===== config.mk =====
export PLATFORM = sky130hd
export DESIGN_NAME = serial_adder
export DESIGN_NICKNAME = d
export VERILOG_FILES = /design/src/rtl/serial_adder_pkg.sv /design/src/rtl/full_adder.sv /design/src/rtl/serial_adder.sv
export SDC_FILE = /design/constraint.sdc
export NUM_CORES = 1
export LEC_CHECK = 0
export ABC_AREA = 1
export CORE_ASPECT_RATIO = 0.7
export CORE_MARGIN = 2
export CORE_UTILIZATION = 51
export DETAILED_ROUTE_END_ITERATION = 10
export PLACE_DENSITY = 0.78
export SLEW_MARGIN = 20
export SYNTH_ARGS = -nofsm -noshare
export SYNTH_HDL_FRONTEND = slang
export SYNTH_SLANG_ARGS = --single-unit

===== constraint.sdc =====
create_clock -name clk -period 1.5 [get_ports clk]
set_input_delay 0.45 -clock clk [delete_from_list [all_inputs] [get_ports clk]]
set_output_delay 0.45 -clock clk [all_outputs]
set_load 0.05 [all_outputs]

===== src/rtl/serial_adder_pkg.sv =====
// rtl/serial_adder_pkg.sv - shared state encoding and default width for serial_adder
package serial_adder_pkg;

    localparam int SERIAL_ADDER_WIDTH_DEF = 8;

    typedef enum logic [1:0] {
        IDLE  = 2'd0,
        SHIFT = 2'd1,
        DONE  = 2'd2
    } state_t;

endpackage


===== src/rtl/full_adder.sv =====
// rtl/full_adder.sv - single-bit full adder cell
module full_adder (
    input  logic A,
    input  logic B,
    input  logic Cin,
    output logic Sum,
    output logic Cout
);

    assign Sum  = A ^ B ^ Cin;
    assign Cout = (A & B) | (Cin & (A ^ B));

endmodule


===== src/rtl/serial_adder.sv =====
// rtl/serial_adder.sv - bit-serial WIDTH-bit adder, one full_adder cell, LSB first
// Define SERIAL_ADDER_OVF_EN to add the two's-complement overflow output Ovf.
module serial_adder
    import serial_adder_pkg::*;
#(
    parameter int WIDTH = SERIAL_ADDER_WIDTH_DEF
) (
    input  logic             clk,
    input  logic             rst,
    input  logic             start,
    input  logic [WIDTH-1:0] A,
    input  logic [WIDTH-1:0] B,
    input  logic             Cin,
    output logic             busy,
    output logic             done,
    output logic [WIDTH-1:0] Sum,
    output logic             Cout
`ifdef SERIAL_ADDER_OVF_EN
    ,
    output logic             Ovf
`endif
);

    localparam int CNT_W = (WIDTH > 1) ? $clog2(WIDTH) : 1;
    localparam logic [CNT_W-1:0] CNT_LAST = CNT_W'(WIDTH - 1);

    state_t           state;
    logic [WIDTH-1:0] a_sr;
    logic [WIDTH-1:0] b_sr;
    logic [WIDTH-1:0] sum_next;
    logic             carry;
    logic [CNT_W-1:0] cnt;
    logic             fa_sum;
    logic             fa_cout;

    full_adder u_fa (
        .A    (a_sr[0]),
        .B    (b_sr[0]),
        .Cin  (carry),
        .Sum  (fa_sum),
        .Cout (fa_cout)
    );

    // New sum bit enters at the MSB; after WIDTH shifts bit 0 lands at Sum[0].
    generate
        if (WIDTH == 1) begin : g_sum_one
            assign sum_next = fa_sum;
        end else begin : g_sum_multi
            assign sum_next = {fa_sum, Sum[WIDTH-1:1]};
        end
    endgenerate

    always_ff @(posedge clk or posedge rst) begin
        if (rst) begin
            state <= IDLE;
            a_sr  <= '0;
            b_sr  <= '0;
            carry <= 1'b0;
            cnt   <= '0;
            busy  <= 1'b0;
            done  <= 1'b0;
            Sum   <= '0;
            Cout  <= 1'b0;
`ifdef SERIAL_ADDER_OVF_EN
            Ovf   <= 1'b0;
`endif
        end else begin
            case (state)
                IDLE: begin
                    done <= 1'b0;
                    if (start) begin
                        a_sr  <= A;
                        b_sr  <= B;
                        carry <= Cin;
                        cnt   <= '0;
                        busy  <= 1'b1;
                        state <= SHIFT;
                    end
                end
                SHIFT: begin
                    Sum   <= sum_next;
                    a_sr  <= a_sr >> 1;
                    b_sr  <= b_sr >> 1;
                    carry <= fa_cout;
                    if (cnt == CNT_LAST) begin
                        Cout  <= fa_cout;
`ifdef SERIAL_ADDER_OVF_EN
                        // carry still holds the carry into the MSB on this edge
                        Ovf   <= carry ^ fa_cout;
`endif
                        busy  <= 1'b0;
                        done  <= 1'b1;
                        state <= DONE;
                    end else begin
                        cnt <= cnt + 1'b1;
                    end
                end
                DONE: begin
                    done  <= 1'b0;
                    state <= IDLE;
                end
                default: begin
                    busy  <= 1'b0;
                    done  <= 1'b0;
                    state <= IDLE;
                end
            endcase
        end
    end

endmodule


==> out/results.txt <==
status: finished clean
Hold Crit Depth: 2
fin area: 2238 um2
initial antenna violation count: 0
Mapped Cells: 203
Lkg Pwr: 1.157 nW
H-Tree Depth: 2
Max Fclk: 752.4 MHz
leading area contributor after synthesis: dfrtp_1
Async SR Flop Fraction: 100.0%
Ant. Diodes: 0
fin nets: 265
clock skew: 0.005356 ns
crit path time final: 1.329 ns
Final WS setup: 0.1709 ns
PwrDens: 2191 nW/um2
Congestion Overflow GR: 0
synthesis-to-finish area growth: 33.71%
Rows: 17
routed length per instance: 12.35 um
Num Clock Sinks: 33
worst path cell trace: ha_2 -> ha_1 -> a21oi_1 -> nand2_1 -> nand2_1 -> nand2_1
RSZ-0062 raised after global routing: false
DRC: 0
Worst-Skew Late Latency: 0.28 ns
Worst-path clk slew: 0.07 ns
vias in the first global route: 1321
final core occ: 71.10%
Max Cap Violations: 0
CP max stage delay: 0.41 ns
share of layout cells above drive strength 1: 13.69%
Worst Reg-to-Reg Cells: 6
area of the core: 3148 um2
Die H: 51.94 um
Worst VDD drop: 0.001335 V
clk buf depth: 2
count of final hold-check violations: 0
CTS Buf Count: 5
area post-placement: 2150 um2
cell mode on critical path: nand2_1
Hold Buf Count CTS: 0
ratio of final minimum period to clock period: 88.61%
via/cell ratio: 4.871
# Post-CTS Setup Buffers: 0
clock root buffer: clkbuf_8
hpwl dp: 2480 um
HP Class: reg -> reg
slowest CP cell: dfrtp_1
pin slew with the least headroom to its limit: 0.2936 ns
Synth Flop Type: dfrtp_1
Tot GR Track Use: 21.82%
crit path DAT: 1.50 ns
Critical R2R Launch: cnt[0]
power after layout: 0.004904 W
PortBufs: 30
Post-synth top cells: 80 x nand2_1, 33 x dfrtp_1, 26 x inv_1, 18 x nand3_1, 13 x nand3b_1
count leader, synth: nand2_1
dpl ws: -0.05633 ns
syn nets: 227
Avg Inst Size Synth: 8.247 um2
worst hold endpoint: a_sr[2]
FF+latch count, synth: 33
total die area: 3764 um2
global-route wire length before repair: 6113 um
Vias: 1359
WL final: 3445 um
non-filler cells in the finished layout: 279
placed cells: 272
r2r endpoint: cnt[1]
top cells by area, synth: dfrtp_1 49%, nand2_1 18%, inv_1 5.8%
Worst Path Max Fanout: 3
CP Data Required Time: 1.67 ns
sequential-to-total area share from yosys stat: 49.33%
PostCTS Resize Cnt: 0
TritonCTS clock tree: built
drt first pass iters: 4
Initial Util: 53.18%
Worst slew margin: 80.43%
Post-synth EDFFs: 0
min-delay src: a_sr[2]
# setup viols final: 0
Critical Path Sink Type: flip-flop
ANT nets after route: 0
startpoint types: flip-flop
DRT iter0 DRCs: 83
largest net degree at the start of global routing: 34
Die Wd: 72.48 um
post-synth top area share: 49.33%
YS warnings: 0
post-synthesis cell type count: 20
gpl congestion: 0.8085
critical path class: reg -> reg
Synth Cell Area: 1674 um2
boundary pin count: 31
Final Max Slew Viols: 0
r2r setup slk: 0.17 ns
cells by family after synthesis:
family                   Yosys count  synth area share, %
AND/OR/NAND/NOR                  122                34.60
flip-flops                        33                49.33
AO/OA/AOI/OAI                      8                2.391
adder cells (fa/ha/maj)            4                3.438
buffers and inverters             36                10.24
stage by stage:
step | hold WS, ns | TNS [ns]
2_1_floorplan | 0.4404 | 0
3_3_place_gp | 0.4551 | -0.01075
3_5_place_dp | 0.4613 | -0.3613
4_1_cts | 0.4814 | 0
5_1_grt | 0.4972 | 0
6_report | 0.4807 | 0
how the worst max path moves through the flow:
| stage | from | end | slack, ns | cells after the start |
|---|---|---|---|---|
| global placement | start | a_sr[0] | -0.006 | 6 |
| detailed placement | start | carry | -0.06 | 6 |
| finish | cnt[0] | cnt[1] | 0.17 | 6 |
| floorplan | cnt[0] | cnt[0] | 0.29 | 6 |
| global route | cnt[0] | cnt[0] | 0.04 | 6 |
| CTS | cnt[0] | cnt[1] | 0.13 | 6 |
cell type report:
class | instances | area (um2)
Sequential cell | 33 | 825.8
Fill cell | 262 | 909.6
Timing Repair Buffer | 38 | 483.0
Clock buffer | 7 | 86.33
Inverter | 29 | 116.4
Tap cell | 38 | 47.55
Multi-Input combinational cell | 134 | 679.4
flip-flops by register name, indices dropped and copies added (netlist names):
register	cells
Cout	1
Sum	8
a_sr	8
b_sr	8
busy	1
carry	1
cnt	3
done	1
state	2
critical path, delay by kind of cell, from the launching register on:
family	cells	cell delay (ns)
AND/OR/NAND/NOR	3	0.24
adder cells (fa/ha/maj)	2	0.43
AO/OA/AOI/OAI	1	0.15
flip-flops	1	0.41
report_power, final:
group	total, W	leakage (nW)	switching, W	internal [W]
combinational	0.00259	0.706	0.00144	0.00115
clock	0.000664	0.0443	0.000300	0.000364
sequential	0.00165	0.407	0.000343	0.00131
layer usage:
metal / global-route usage (%) / share of wire (%) / vias to the layer above
li1: - / - / 699
met1: 32.25 / 49 / 623
met2: 29.82 / 45 / 33
met3: 5.814 / 4.9 / 4
met4: 9.568 / 1.2 / 0
met5: 0 / 0 / -
layout by cell type, fill, tap and decap left out:
cell,instances
buf_12,12
dfrtp_1,33
inv_4,1
a21oi_1,1
clkbuf_1,1
clkdlybuf4s50_1,19
nand2_4,1
nor2_4,1
fa_1,1
ha_1,2
nand4_1,1
nand2_1,80
inv_1,26
clkinv_4,1
clkbuf_8,6
ha_2,1
nor2_1,6
buf_4,7
inv_2,1
nand2_8,2
nand3_1,18
nand3b_1,13
o21ai_0,7
(Power assumes the default switching activity.)
